[src/rtl/fab_reset_seq_if.sv]
// Reset-sequencer signal bundle: asynchronous qualifiers in, staged resets and status out.
interface fab_reset_seq_if;
    logic       LOCK_IN;
    logic       BTN_RESET_N;
    logic       CORE_RESET;
    logic       PERIPH_RESET_N;
    logic       READY;
    logic [1:0] RESET_CAUSE;
    logic [7:0] RESTART_COUNT;

    modport master (
        output LOCK_IN, BTN_RESET_N,
        input  CORE_RESET, PERIPH_RESET_N, READY, RESET_CAUSE, RESTART_COUNT
    );

    modport slave (
        input  LOCK_IN, BTN_RESET_N,
        output CORE_RESET, PERIPH_RESET_N, READY, RESET_CAUSE, RESTART_COUNT
    );
endinterface

[src/rtl/fab_reset_seq.sv]
// Fabric reset sequencer: qualifies CCC lock and a debounced button, then releases
// core reset and, a fixed gap later, peripheral reset; records why it last restarted.
module fab_reset_seq #(
    parameter int HOLD_CYCLES     = 1024,
    parameter int STAGE_GAP       = 8,
    parameter int DEBOUNCE_CYCLES = 16,
    parameter bit LOCK_EN         = 1'b1,
    parameter int CNT_W           = 16
) (
    input  logic            FAB_CLK,
    input  logic            FAB_RESET,
    fab_reset_seq_if.slave  bus
);

    typedef enum logic [1:0] {
        WAIT_LOCK,
        HOLD,
        REL_CORE,
        RUN
    } state_e;

    localparam logic [CNT_W-1:0] HOLD_LAST = CNT_W'(HOLD_CYCLES - 1);
    localparam logic [CNT_W-1:0] GAP_LAST  = CNT_W'(STAGE_GAP - 1);
    localparam logic [CNT_W-1:0] DB_LAST   = CNT_W'(DEBOUNCE_CYCLES - 1);

    state_e           state_q, state_d;
    logic [CNT_W-1:0] cnt_q, cnt_d;
    logic [CNT_W-1:0] dbCnt_q, dbCnt_d;
    logic             lockMeta_q, lockSync_q;
    logic             btnMeta_q, btnSync_q;
    logic             btnDbN_q, btnDbN_d;
    logic             coreReset_q;
    logic             ready_q;
    logic [1:0]       cause_q, cause_d;
    logic [7:0]       restarts_q, restarts_d;

    logic lockOk;
    logic btnPress;
    logic abort;

    assign lockOk   = LOCK_EN ? lockSync_q : 1'b1;
    assign btnPress = ~btnDbN_q;
    assign abort    = ~lockOk | btnPress;

    // Debounced level only follows the synchronised button after a full run of
    // consecutive differing samples; any matching sample restarts the run.
    always_comb begin
        btnDbN_d = btnDbN_q;
        dbCnt_d  = '0;
        if (btnSync_q != btnDbN_q) begin
            if (dbCnt_q == DB_LAST) begin
                btnDbN_d = btnSync_q;
            end else begin
                dbCnt_d = dbCnt_q + 1'b1;
            end
        end
    end

    always_comb begin
        state_d    = state_q;
        cnt_d      = cnt_q;
        cause_d    = cause_q;
        restarts_d = restarts_q;
        case (state_q)
            WAIT_LOCK: begin
                cnt_d = '0;
                if (lockOk && !btnPress) begin
                    state_d = HOLD;
                end
            end
            HOLD: begin
                if (cnt_q == HOLD_LAST) begin
                    state_d = REL_CORE;
                    cnt_d   = '0;
                end else begin
                    cnt_d = cnt_q + 1'b1;
                end
            end
            REL_CORE: begin
                if (cnt_q == GAP_LAST) begin
                    state_d = RUN;
                    cnt_d   = '0;
                end else begin
                    cnt_d = cnt_q + 1'b1;
                end
            end
            RUN: begin
                cnt_d = '0;
            end
            default: begin
                state_d = WAIT_LOCK;
                cnt_d   = '0;
            end
        endcase

        // An abort overrides whatever terminal-count progress happened above.
        if (state_q != WAIT_LOCK && abort) begin
            state_d = WAIT_LOCK;
            cnt_d   = '0;
            cause_d = {btnPress, ~lockOk};
            if (restarts_q != 8'hFF) begin
                restarts_d = restarts_q + 8'd1;
            end
        end
    end

    always_ff @(posedge FAB_CLK) begin
        if (FAB_RESET) begin
            state_q     <= WAIT_LOCK;
            cnt_q       <= '0;
            dbCnt_q     <= '0;
            lockMeta_q  <= 1'b0;
            lockSync_q  <= 1'b0;
            btnMeta_q   <= 1'b1;
            btnSync_q   <= 1'b1;
            btnDbN_q    <= 1'b1;
            coreReset_q <= 1'b1;
            ready_q     <= 1'b0;
            cause_q     <= 2'b00;
            restarts_q  <= 8'd0;
        end else begin
            state_q     <= state_d;
            cnt_q       <= cnt_d;
            dbCnt_q     <= dbCnt_d;
            lockMeta_q  <= bus.LOCK_IN;
            lockSync_q  <= lockMeta_q;
            btnMeta_q   <= bus.BTN_RESET_N;
            btnSync_q   <= btnMeta_q;
            btnDbN_q    <= btnDbN_d;
            coreReset_q <= (state_d == WAIT_LOCK) || (state_d == HOLD);
            ready_q     <= (state_d == RUN);
            cause_q     <= cause_d;
            restarts_q  <= restarts_d;
        end
    end

    // Peripheral release and READY are the same registered bit, so peripherals can
    // never be out of reset while the core is still held.
    assign bus.CORE_RESET     = coreReset_q;
    assign bus.PERIPH_RESET_N = ready_q;
    assign bus.READY          = ready_q;
    assign bus.RESET_CAUSE    = cause_q;
    assign bus.RESTART_COUNT  = restarts_q;

endmodule

[src/flat_wrapper.sv]
// flat-port wrapper written by rule: the top's interface ports become plain ports
module fab_reset_seq_flat 
#(
    parameter int HOLD_CYCLES     = 1024,
    parameter int STAGE_GAP       = 8,
    parameter int DEBOUNCE_CYCLES = 16,
    parameter bit LOCK_EN         = 1'b1,
    parameter int CNT_W           = 16
)
  (FAB_CLK, FAB_RESET, bus_LOCK_IN, bus_BTN_RESET_N, bus_CORE_RESET, bus_PERIPH_RESET_N, bus_READY, bus_RESET_CAUSE, bus_RESTART_COUNT);
  fab_reset_seq_if bus_i ();
  input  logic FAB_CLK;
  input  logic FAB_RESET;
  input wire logic [$bits(bus_i.LOCK_IN)-1:0] bus_LOCK_IN;
  input wire logic [$bits(bus_i.BTN_RESET_N)-1:0] bus_BTN_RESET_N;
  output wire logic [$bits(bus_i.CORE_RESET)-1:0] bus_CORE_RESET;
  output wire logic [$bits(bus_i.PERIPH_RESET_N)-1:0] bus_PERIPH_RESET_N;
  output wire logic [$bits(bus_i.READY)-1:0] bus_READY;
  output wire logic [$bits(bus_i.RESET_CAUSE)-1:0] bus_RESET_CAUSE;
  output wire logic [$bits(bus_i.RESTART_COUNT)-1:0] bus_RESTART_COUNT;
  assign bus_i.LOCK_IN = bus_LOCK_IN;
  assign bus_i.BTN_RESET_N = bus_BTN_RESET_N;
  assign bus_CORE_RESET = bus_i.CORE_RESET;
  assign bus_PERIPH_RESET_N = bus_i.PERIPH_RESET_N;
  assign bus_READY = bus_i.READY;
  assign bus_RESET_CAUSE = bus_i.RESET_CAUSE;
  assign bus_RESTART_COUNT = bus_i.RESTART_COUNT;
  fab_reset_seq #(.HOLD_CYCLES(HOLD_CYCLES), .STAGE_GAP(STAGE_GAP), .DEBOUNCE_CYCLES(DEBOUNCE_CYCLES), .LOCK_EN(LOCK_EN), .CNT_W(CNT_W)) u_core (.FAB_CLK(FAB_CLK), .FAB_RESET(FAB_RESET), .bus(bus_i));
endmodule
[config.mk]
export PLATFORM = sky130hd
export DESIGN_NAME = fab_reset_seq_flat
export DESIGN_NICKNAME = d
export VERILOG_FILES = /design/src/rtl/fab_reset_seq_if.sv /design/src/rtl/fab_reset_seq.sv /design/src/flat_wrapper.sv
export SDC_FILE = /design/constraint.sdc
export NUM_CORES = 1
export LEC_CHECK = 0
export CORE_MARGIN = 2
export CORE_UTILIZATION = 61
export DETAILED_ROUTE_END_ITERATION = 8
export PLACE_DENSITY = 0.83
export SYNTH_ARGS = -nofsm -noshare
export SYNTH_HDL_FRONTEND = slang
export SYNTH_SLANG_ARGS = --single-unit
export TNS_END_PERCENT = 10
[constraint.sdc]
create_clock -name FAB_CLK -period 3.1 [get_ports FAB_CLK]
set_clock_uncertainty 0.1 [all_clocks]
set_input_delay 0.465 -clock FAB_CLK [delete_from_list [all_inputs] [get_ports FAB_CLK]]
set_output_delay 0.465 -clock FAB_CLK [all_outputs]
set_load 0.02 [all_outputs]
==> results.cfg <==
[run_status]
status = finished clean

[die]
ios = 17
die_h_um = 64.6
num_rows = 22
coreArea_sq_mm = 0.00361
die_width_um = 64.6
initial_utilization = 0.622
die_area_sq_mm = 0.00418

[power]
ir_drop_mv = 0.305
p_leak_nw = 0.774
seqPwrFrac = 0.623
internal-power_uw = 830
switchingPower_uw = 232
p_sw_frac = 0.218
pwr-share-clk = 0.358
p_comb_frac = 0.019
p_total_mw = 1.06
power_density_mw_per_mm2 = 423

[timing]
finalSetupViolations = 0
max_freq_mhz = 513
period_share = 0.629
min_period_ps = 1950
hold_slack_ps = 324
tightest_slew_ps = 515
finalSetupTns_ps = 0
rsz0062_at_grt = false
maxSlewHeadroom = 0.655
slew_viol_final = 0
hold_viol_final = 0

[synthesis]
synthDominantCellAreaShare = 0.455
synth_cell_types = 40
synth_edf_count = 0
yosys-top-cells-area = dfxtp_1 46%, xnor2_1 8.6%, nor2_1 7.2%, xor2_1 5.1%, nand4_1 3.3%
synthCells = 242
synth_nets = 249
synth_seq_area_share = 0.455
synth_seq_cells = 51
yosysWarnings = 0
yosys.area.top_type = dfxtp_1
syn_area_sq_mm = 0.00224
ys.flop_type = dfxtp_1
async_flop_share = 0
synth_area_per_cell_sq_um = 9.27

[cells_and_area]
drive_above_1_share = 0.0695
num_antenna_cells = 0
area_growth_pct = 11.9
finalNonFillerCells = 307
nFillCells = 286
fin_util = 0.696
final_nets = 265

[cts]
cts_resized = 0
cts_root_buffer = clkbuf_8
clockBufferDepth = 2
clock-sinks = 51
cts_tree = built
cts-htree-levels = 2
path_clk_slew_ps = 100
cts_hold_buffers = 0
clk_latency_ps = 310
postCtsSetupRepairBufs = 0
cts_made_buffers = 5

[global_route]
grt_max_degree = 18
grt_pass1_vias = 1554
overflow = 0
grt_pass1_wl_um = 6460
antenna_found_initial = 0
grtUsageTotal = 0.196

[critical_path]
worst-path-max-fanout = 17
worst_r2r_endpoint = u_core.dbCnt_q[10]$_SDFF_PP0_
crit_chain = clkdlybuf4s50_1 -> buf_4 -> and3b_1 -> and2_1 -> a22oi_4 -> nor2_1
startpoint = FAB_RESET
cp_top_family = buffers and inverters
cp_num_buf_inv = 2
cp-end-kind = flop
startpoint_type = input port
slowest_stage = clkdlybuf4s50_1
reg2regPathDepth = 5
critPathArrivalTime_ps = 2030
crit_required_ps = 3180
r2r_start = u_core.dbCnt_q[0]$_SDFF_PP0_
cpPeakStageDelay_ps = 450
criticalPathCategory = in2reg
rrSetupSlack_ps = 1210

[placed_design]
dpl.hpwl_um = 2470
gp_congestion = 0.766
portBuffers = 16
placed_cells = 299

[worst_hold_path]
hold_start = u_core.btnMeta_q$_SDFF_PP1_
hold-path-cell-count = 1
hold_path_class = reg2reg
holdPathEnd = u_core.btnSync_q$_SDFF_PP1_

[drt]
vias = 1680
drt-vias-per-instance = 5.47
routed_wirelength_um = 3510
wl_per_cell_um = 11.4
drc = 0
first_pass_iters = 4
antenna_left = 0
drt_iter0_drc = 86

[job]
cap_violations = 0
[state kept, by name, indices dropped and copies added, names as in the netlist]
register	cells
u_core.bus.RESET_CAUSE	2
u_core.btnSync_q	1
u_core.bus.CORE_RESET	1
u_core.lockMeta_q	1
u_core.state_q	2
u_core.lockOk	1
u_core.bus.RESTART_COUNT	8
u_core.btnMeta_q	1
u_core.dbCnt_q	16
u_core.btnDbN_q	1
u_core.bus.PERIPH_RESET_N	1
u_core.cnt_q	16
[worst register-to-register path, stage by stage, from the launching register on]
cell     delay [ps]
dfxtp_1         340
ha_1            240
and3_4          200
and4_1          170
or3_1           590
nor2_1          190
[per-stage QoR]
stage | setup slack, ps | cell area (sq um)
after floorplan | 1360 | 2240
after global placement | 823 | 2420
after detailed placement | 800 | 2420
after CTS | 1130 | 2510
after global routing | 1030 | 2510
final | 1150 | 2510
[layer usage]
metal  global-route usage  part of all wire  vias up  wire (um)
met3               0.0417             0.028        8         99
met4                0.101             0.023        0         79
li1                     -                 -      884          -
met2                0.327              0.47       24       1650
met5                    0                 0        -          0
met1                0.239              0.48      764       1680
[layout make-up]
class,count,area [sq um],share of cell area
Clock inverter,3,25.0,0.00997
Sequential cell,51,1020,0.407
Inverter,6,22.5,0.00897
Tap cell,48,60.1,0.0239
Clock buffer,5,68.8,0.0274
Timing Repair Buffer,17,168,0.0668
Multi-Input combinational cell,177,1150,0.456
[cell usage in the layout, fill, tap and decap left out, types with 5 or more instances in the layout]
| cell type | count |
|---|---|
| clkbuf_8 | 5 |
| clkdlybuf4s50_1 | 16 |
| dfxtp_1 | 51 |
| inv_1 | 6 |
| nand2_1 | 9 |
| nand3_1 | 12 |
| nand4_1 | 12 |
| nor2_1 | 43 |
| nor2b_1 | 5 |
| nor3_1 | 9 |
| nor4_1 | 12 |
| xnor2_1 | 22 |
| xor2_1 | 13 |
[power by group through the flow]
stage / logic [mW] / registers (mW) / clock network [mW]
2_1_floorplan: 0.0109 / 0.677 / 0
3_3_place_gp: 0.0201 / 0.677 / 0
3_5_place_dp: 0.0203 / 0.677 / 0
4_1_cts: 0.0204 / 0.661 / 0.394
5_1_grt: 0.0228 / 0.662 / 0.421
6_report: 0.0202 / 0.661 / 0.381
[worst max-delay path by stage]
| stage | end | slack (ps) | cells past startpoint |
|---|---|---|---|
| detailed placement | u_core.cnt_q[3]$_SDFF_PP0_ | 800 | 6 |
| floorplan | u_core.dbCnt_q[13]$_SDFF_PP0_ | 1360 | 7 |
| global route | u_core.dbCnt_q[10]$_SDFF_PP0_ | 1030 | 5 |
| global placement | u_core.cnt_q[3]$_SDFF_PP0_ | 820 | 6 |
| finish | u_core.cnt_q[14]$_SDFF_PP0_ | 1150 | 6 |
| CTS | u_core.cnt_q[8]$_SDFF_PP0_ | 1130 | 6 |
[logic make-up after synthesis]
| kind of cell | synth area share |
|---|---|
| buffers and inverters | 0.0340 |
| adder cells (fa/ha/maj) | 0.0167 |
| AO/OA/AOI/OAI | 0.0591 |
| multiplexers | 0.00446 |
| AND/OR/NAND/NOR | 0.294 |
| XOR/XNOR | 0.137 |
| flip-flops | 0.455 |
[synthesized netlist by cell type, types with 4 or more instances]
cell type,instances
nor4_1,12
xnor2_1,22
or2_2,4
nor2b_1,5
nor2_1,43
dfxtp_1,51
nor3_1,9
and4_1,4
nand2_1,9
xor2_1,13
inv_1,6
nand4_1,12
nand3_1,12
Note: power is estimated with default switching activity, not from simulation.
